===== src/rtl/io_bus_pkg.sv =====
// io_bus_pkg: shared definitions for io_bus_ctrl.
//   - byte offsets of the register map
//   - bus FSM state encoding
//   - decoded register selector and address decode helper
//   - STATUS pending bit index
package io_bus_pkg;

    localparam logic [7:0] AddrOut0   = 8'h00;
    localparam logic [7:0] AddrOut1   = 8'h04;
    localparam logic [7:0] AddrOut2   = 8'h08;
    localparam logic [7:0] AddrIn0    = 8'h0C;
    localparam logic [7:0] AddrIn1    = 8'h10;
    localparam logic [7:0] AddrStatus = 8'h14;

    localparam int unsigned StatusPendBit = 0;

    typedef enum logic [1:0] {
        StIdle,
        StLatch,
        StResp,
        StHold
    } bus_state_e;

    typedef enum logic [2:0] {
        RegOut0,
        RegOut1,
        RegOut2,
        RegIn0,
        RegIn1,
        RegStatus,
        RegNone
    } reg_sel_e;

    // Takes the word address (addr[7:2]); byte lanes are not decoded.
    function automatic reg_sel_e decode_addr(input logic [5:0] word);
        case ({word, 2'b00})
            AddrOut0:   return RegOut0;
            AddrOut1:   return RegOut1;
            AddrOut2:   return RegOut2;
            AddrIn0:    return RegIn0;
            AddrIn1:    return RegIn1;
            AddrStatus: return RegStatus;
            default:    return RegNone;
        endcase
    endfunction

endpackage


===== src/rtl/io_bus_ctrl_if.sv =====
// io_bus_ctrl_if: CPU-side request/acknowledge bus.
//   req, we, addr[7:0], wdata[31:0]  : driven by the CPU (master)
//   rdata[31:0], ack, err            : driven by the controller (slave)
interface io_bus_ctrl_if;

    logic        req;
    logic        we;
    logic [7:0]  addr;
    logic [31:0] wdata;
    logic [31:0] rdata;
    logic        ack;
    logic        err;

    modport master (
        output req, we, addr, wdata,
        input  rdata, ack, err
    );

    modport slave (
        input  req, we, addr, wdata,
        output rdata, ack, err
    );

endinterface


===== src/rtl/sw_debounce.sv =====
// sw_debounce: 2-flop synchronizer plus per-vector debouncer for the slide switches.
//   clk, reset (async, active-low)
//   sw_raw[9:0] : asynchronous switch levels
//   stable[9:0] : debounced switch value
//   change      : one-cycle pulse on the cycle stable is loaded with a new value
module sw_debounce #(
    parameter int unsigned DB_LIMIT = 50000,
    parameter int unsigned DB_W     = 16
) (
    input  logic       clk,
    input  logic       reset,
    input  logic [9:0] sw_raw,
    output logic [9:0] stable,
    output logic       change
);

    localparam logic [DB_W-1:0] CntMax = DB_W'(DB_LIMIT - 1);

    logic [9:0]      sync1_q, sync2_q, cand_q, stable_q;
    logic [DB_W-1:0] cnt_q;
    logic            load;

    // Candidate has held for the full window and differs from what is published.
    assign load   = (sync2_q == cand_q) && (cnt_q == CntMax) && (stable_q != cand_q);
    assign change = load;
    assign stable = stable_q;

    always_ff @(posedge clk or negedge reset) begin
        if (!reset) begin
            sync1_q  <= '0;
            sync2_q  <= '0;
            cand_q   <= '0;
            stable_q <= '0;
            cnt_q    <= '0;
        end else begin
            sync1_q <= sw_raw;
            sync2_q <= sync1_q;
            if (sync2_q != cand_q) begin
                cand_q <= sync2_q;
                cnt_q  <= '0;
            end else begin
                // Saturate rather than wrap so a long-stable input never re-triggers.
                if (cnt_q != CntMax) begin
                    cnt_q <= cnt_q + DB_W'(1);
                end
                if (load) begin
                    stable_q <= cand_q;
                end
            end
        end
    end

endmodule


===== src/rtl/io_bus_ctrl.sv =====
// io_bus_ctrl: memory-mapped IO controller.
//   clk, reset (async, active-low)
//   bus         : CPU request/ack bus (slave side)
//   sw_raw[9:0] : asynchronous slide switches, debounced before use
//   out_port0..2: registered 32-bit display words
//   irq         : level, high while STATUS pending is set
// Map: 0x00/04/08 OUT0..2 (R/W), 0x0C IN0 = sw[9:5], 0x10 IN1 = sw[4:0],
//      0x14 STATUS bit0 pending (write 1 clears); anything else acks with err.
module io_bus_ctrl
    import io_bus_pkg::*;
#(
    parameter int unsigned DB_LIMIT = 50000,
    parameter int unsigned DB_W     = 16
) (
    input  logic                clk,
    input  logic                reset,
    io_bus_ctrl_if.slave        bus,
    input  logic [9:0]          sw_raw,
    output logic [31:0]         out_port0,
    output logic [31:0]         out_port1,
    output logic [31:0]         out_port2,
    output logic                irq
);

    bus_state_e  state_q;
    reg_sel_e    sel_q;
    logic        armed_q;
    logic        we_q;
    logic [31:0] wdata_q;
    logic        ack_q, err_q;
    logic [31:0] rdata_q;
    logic [31:0] out0_q, out1_q, out2_q;
    logic        pending_q;

    logic [9:0]  sw_stable;
    logic        sw_change;
    logic        status_clr;
    logic [31:0] rd_word;

    sw_debounce #(
        .DB_LIMIT (DB_LIMIT),
        .DB_W     (DB_W)
    ) u_sw_debounce (
        .clk    (clk),
        .reset  (reset),
        .sw_raw (sw_raw),
        .stable (sw_stable),
        .change (sw_change)
    );

    assign status_clr = (state_q == StResp) && we_q && (sel_q == RegStatus) &&
                        wdata_q[StatusPendBit];

    always_comb begin
        rd_word = '0;
        case (sel_q)
            RegOut0:   rd_word = out0_q;
            RegOut1:   rd_word = out1_q;
            RegOut2:   rd_word = out2_q;
            RegIn0:    rd_word = {27'b0, sw_stable[9:5]};
            RegIn1:    rd_word = {27'b0, sw_stable[4:0]};
            RegStatus: rd_word[StatusPendBit] = pending_q;
            default:   ;
        endcase
    end

    always_ff @(posedge clk or negedge reset) begin
        if (!reset) begin
            state_q   <= StIdle;
            armed_q   <= 1'b0;
            sel_q     <= RegNone;
            we_q      <= 1'b0;
            wdata_q   <= '0;
            ack_q     <= 1'b0;
            err_q     <= 1'b0;
            rdata_q   <= '0;
            out0_q    <= '0;
            out1_q    <= '0;
            out2_q    <= '0;
            pending_q <= 1'b0;
        end else begin
            ack_q   <= 1'b0;
            err_q   <= 1'b0;
            rdata_q <= '0;

            // A new switch value wins over a same-cycle software clear.
            if (sw_change) begin
                pending_q <= 1'b1;
            end else if (status_clr) begin
                pending_q <= 1'b0;
            end

            case (state_q)
                StIdle: begin
                    // armed_q stays low after reset until req is seen low, so a
                    // request still held across reset is not replayed.
                    if (!bus.req) begin
                        armed_q <= 1'b1;
                    end else if (armed_q) begin
                        state_q <= StLatch;
                    end
                end
                StLatch: begin
                    we_q    <= bus.we;
                    sel_q   <= decode_addr(bus.addr[7:2]);
                    wdata_q <= bus.wdata;
                    state_q <= StResp;
                end
                StResp: begin
                    ack_q   <= 1'b1;
                    state_q <= StHold;
                    if (sel_q == RegNone) begin
                        err_q <= 1'b1;
                    end else if (we_q) begin
                        case (sel_q)
                            RegOut0: out0_q <= wdata_q;
                            RegOut1: out1_q <= wdata_q;
                            RegOut2: out2_q <= wdata_q;
                            default: ;
                        endcase
                    end else begin
                        rdata_q <= rd_word;
                    end
                end
                StHold: begin
                    if (!bus.req) begin
                        state_q <= StIdle;
                    end
                end
                default: state_q <= StIdle;
            endcase
        end
    end

    assign bus.ack   = ack_q;
    assign bus.err   = err_q;
    assign bus.rdata = rdata_q;
    assign out_port0 = out0_q;
    assign out_port1 = out1_q;
    assign out_port2 = out2_q;
    assign irq       = pending_q;

endmodule


===== src/flat_wrapper.sv =====
// flat-port wrapper written by rule: the top's interface ports become plain ports
module io_bus_ctrl_flat import io_bus_pkg::*;
#(
    parameter int unsigned DB_LIMIT = 50000,
    parameter int unsigned DB_W     = 16
)
  (clk, reset, sw_raw, out_port0, out_port1, out_port2, irq, bus_req, bus_we, bus_addr, bus_wdata, bus_rdata, bus_ack, bus_err);
  io_bus_ctrl_if bus_i ();
  input  logic clk;
  input  logic reset;
  input  logic [9:0] sw_raw;
  output logic [31:0] out_port0;
  output logic [31:0] out_port1;
  output logic [31:0] out_port2;
  output logic irq;
  input wire logic [$bits(bus_i.req)-1:0] bus_req;
  input wire logic [$bits(bus_i.we)-1:0] bus_we;
  input wire logic [$bits(bus_i.addr)-1:0] bus_addr;
  input wire logic [$bits(bus_i.wdata)-1:0] bus_wdata;
  output wire logic [$bits(bus_i.rdata)-1:0] bus_rdata;
  output wire logic [$bits(bus_i.ack)-1:0] bus_ack;
  output wire logic [$bits(bus_i.err)-1:0] bus_err;
  assign bus_i.req = bus_req;
  assign bus_i.we = bus_we;
  assign bus_i.addr = bus_addr;
  assign bus_i.wdata = bus_wdata;
  assign bus_rdata = bus_i.rdata;
  assign bus_ack = bus_i.ack;
  assign bus_err = bus_i.err;
  io_bus_ctrl #(.DB_LIMIT(DB_LIMIT), .DB_W(DB_W)) u_core (.clk(clk), .reset(reset), .bus(bus_i), .sw_raw(sw_raw), .out_port0(out_port0), .out_port1(out_port1), .out_port2(out_port2), .irq(irq));
endmodule

===== config.mk =====
export PLATFORM = sky130hd
export DESIGN_NAME = io_bus_ctrl_flat
export DESIGN_NICKNAME = d
export VERILOG_FILES = /design/src/rtl/io_bus_pkg.sv /design/src/rtl/io_bus_ctrl_if.sv /design/src/rtl/sw_debounce.sv /design/src/rtl/io_bus_ctrl.sv /design/src/flat_wrapper.sv
export SDC_FILE = /design/constraint.sdc
export NUM_CORES = 1
export LEC_CHECK = 0
export BUFFER_PORTS_ARGS = -buffer_cell sky130_fd_sc_hd__buf_2
export CAP_MARGIN = 15
export CORE_AREA = 2 2 138 140
export CTS_BUF_LIST = sky130_fd_sc_hd__clkbuf_4
export DETAILED_ROUTE_END_ITERATION = 10
export DIE_AREA = 0 0 140 142
export HOLD_SLACK_MARGIN = 0.03
export PLACE_DENSITY_LB_ADDON = 0.08
export SYNTH_ARGS = -nofsm -noshare
export SYNTH_HDL_FRONTEND = slang
export SYNTH_SLANG_ARGS = --single-unit

===== constraint.sdc =====
create_clock -name clk -period 2.4 [get_ports clk]
set_input_delay 0.36 -clock clk [delete_from_list [all_inputs] [get_ports clk]]
set_output_delay 0.36 -clock clk [all_outputs]
set_load 0.02 [all_outputs]

==> flow_metrics.tcl <==
set metrics [dict create \
    placed_cells 1076 \
    start_kind "flip-flop" \
    status "complete, but fails checks" \
    power_density_mw_per_mm2 915 \
    grt_max_degree 61 \
    cts_root_buf "clkbuf_4" \
    place.gp.congestion 0.795 \
    avgSynthCellArea_um2 13.4 \
    clk_pin_slew_ps 70 \
    worst-path-max-fanout 20 \
    fill_cells 1463 \
    dieHeight_um 142 \
    grt_pass1_wl_mm 35.6 \
    worst_pin_slew_ps 545 \
    netlist_instances 677 \
    cp-end-kind "flip-flop" \
    clkPwrFrac_pct 32.2 \
    final_cell_mix "dfrtp_1, buf_2, mux2_2, clkbuf_4, nor2_1" \
    ir_drop_mv 0.508 \
    drc 6 \
    fin_setup_tns_ps 0 \
    layout_min_cycle_time_ps 2100 \
    yosysWarnings 0 \
    fin_crit_sh_pct 87.7 \
    setup_violations 0 \
    cp_top_family "simple AND/OR/NAND/NOR gates" \
    tritoncts "built" \
    final_nets 1014 \
    start_util_pct 49.3 \
    die_w_um 140 \
    ant_nets 0 \
    antenna_found_initial 1 \
    htreeDepth 2 \
    cts.sinks 226 \
    vias 6300 \
    crit_buf_inv 1 \
    p_sw_share_pct 30.6 \
    cp.required_ps 2940 \
    cp_cell_sequence "nor2b_1, and2_1, and3_2, buf_4, mux2_2" \
    max_slew_margin_pct 63.4 \
    avgRoutedWirePerCell_um 18.2 \
    clk_latency_ps 670 \
    pwr-share-seq_pct 46.1 \
    hold_class "in -> async" \
    synth_area_mm2 0.00910 \
    numCtsBuffers 59 \
    io_buffers 182 \
    area_growth_pct 28.4 \
    max_stage_delay_ps 550 \
    grt_overflow 0 \
    power_switching_mw 3.27 \
    fin_skew_ps 29.6 \
    crit_type "reg -> reg" \
    ys.flop_type "dfrtp_1" \
    dp_hpwl_mm 14.3 \
    vias_per_cell 5.10 \
    ios 185 \
    slew_violations 0 \
    final_layout_size_suffix_gt1_share_pct 45.4 \
    fmax_ghz 0.475 \
    holdWs_ps 204 \
    cpMaxStageDelayCell "dfstp_2" \
    async_reset_ff_share_pct 100 \
    ys_ff_latch 226 \
    drt_iter0_markers 212 \
    die-area_mm2 0.0199 \
    grt_pass1_vias 6795 \
    seq_area_frac_synth_pct 62.2 \
    drt_first_pass_iters 9 \
    synth-edff-count 0 \
    core-area_mm2 0.0185 \
    power.static_leakage_nw 6.19 \
    p_int_mw 7.43 \
    ctsResizeCount 0 \
    cts_buffer_depth 3 \
    rows 50 \
    p_comb_share_pct 21.7 \
    rsz0062_at_grt "false" \
    final_common_cell "dfrtp_1" \
    wl_mm 22.5 \
    synth_nets 737 \
    failed_checks "design-rule violations" \
    yosysUniqueCellTypes 43 \
    crit_arrival_ps 2640 \
    finalHoldViolCount 0 \
    final_cells 1235 \
    grt.total_usage_pct 22.9 \
    drv_cap 0 \
]
flip-flops by register name (all words and copies together) (netlist names), 16 cells and up:
signal and flops:
u_core.bus.rdata 32, u_core.out_port0 32, u_core.out_port1 32, u_core.out_port2 32, u_core.wdata_q 32, u_core.u_sw_debounce.cnt_q 16
Yosys cell counts, types with 2 or more instances:
cell type,n,area [um^2]
xor2_1,22,193
a22oi_1,4,30.0
buf_1,4,15.0
and3_1,4,25.0
a21oi_1,37,185
o21ai_0,4,20.0
nand4_1,6,37.5
nand2_1,15,56.3
dfstp_2,2,52.6
nor2_1,80,300
inv_1,7,26.3
mux2i_1,34,340
mux2_4,9,135
mux2_2,126,1420
nor4_2,2,25.0
mux2_1,5,56.3
nand3_1,7,35.0
xnor2_1,12,105
ha_1,6,75.1
buf_2,9,45.0
dfrtp_1,224,5610
nor4_1,3,18.8
nor3_1,7,35.0
clkbuf_1,28,105
a31oi_1,2,12.5
cell families (layout without fill, tap and decap cells):
| logic type | Yosys count | after routing | synth area share [%] |
|---|---|---|---|
| compound gates | 52 | 52 | 3.16 |
| other cells | 0 | 1 | 0 |
| flops | 226 | 226 | 62.2 |
| fa+ha+maj | 6 | 6 | 0.825 |
| simple gates | 136 | 136 | 6.92 |
| xor+xnor | 34 | 34 | 3.27 |
| mux | 174 | 174 | 21.4 |
| buf+inv | 49 | 372 | 2.23 |
final cells by class:
type                    instances  area, um^2  area share, %
flip-flops and latches        226        5660           48.4
diodes                          1        2.50         0.0214
clock inverters                 9        60.1          0.514
multi-input cells             402        3250           27.8
well taps                     234         293           2.51
repair buffers                258        1660           14.2
inverters                       7        26.3          0.225
clock buffers                  98         736           6.30
worst paths after layout:
| kind | slack (ps) | start | end | cells past startpoint |
|---|---|---|---|---|
| setup / recovery | 300 | u_core.sel_q[1]$_DFFE_PN1N_ | u_core.out_port2[1]$_DFFE_PN0P_ | 5 |
| hold / removal | 200 | reset | u_core.u_sw_debounce.cand_q[9]$_DFFE_PN0N_ | 2 |
| setup reg to reg | 300 | u_core.sel_q[1]$_DFFE_PN1N_ | u_core.out_port2[1]$_DFFE_PN0P_ | 5 |
| hold reg to reg | 330 | u_core.u_sw_debounce.sync1_q[7]$_DFF_PN0_ | u_core.u_sw_debounce.sync2_q[7]$_DFF_PN0_ | 0 |
| max in group asynchronous | 1470 | reset | u_core.sel_q[2]$_DFFE_PN1N_ | 3 |
| min in group clk | 330 | sw_raw[4] | u_core.u_sw_debounce.sync1_q[4]$_DFF_PN0_ | 2 |
metal layers:
layer	vias up	track usage, %	part of all wire [%]
met5	-	0	0
met2	182	37.4	48
met3	36	6.66	6.2
met4	0	8.40	1.9
met1	3156	29.5	44
li1	2926	-	-
metrics by stage:
step                      utilization (%)  instance area (um^2)  total power [mW]  setup WS, ps
after floorplan                         -                  9100              6.38           337
after global placement               56.2                 10400              7.13           341
after detailed placement             56.2                 10400              7.25           314
after CTS                            63.3                 11700              10.8           296
after global routing                 63.3                 11700              11.3           202
final                                63.3                 11700              10.7           296
power by group through the flow:
stage	sequential [mW]	clock (mW)	combinational, mW
3_3_place_gp	4.92	0	2.21
2_1_floorplan	5.10	0	1.27
5_1_grt	5.01	3.76	2.52
6_report	4.93	3.45	2.32
4_1_cts	4.91	3.57	2.35
3_5_place_dp	4.97	0	2.27
repair_timing:
item                                   4_1_cts  5_1_grt
buffers inserted                             0        0
endpoints found under the hold margin      270        0
hold buffers                                51        0
Power figures use the tool's default switching activity.
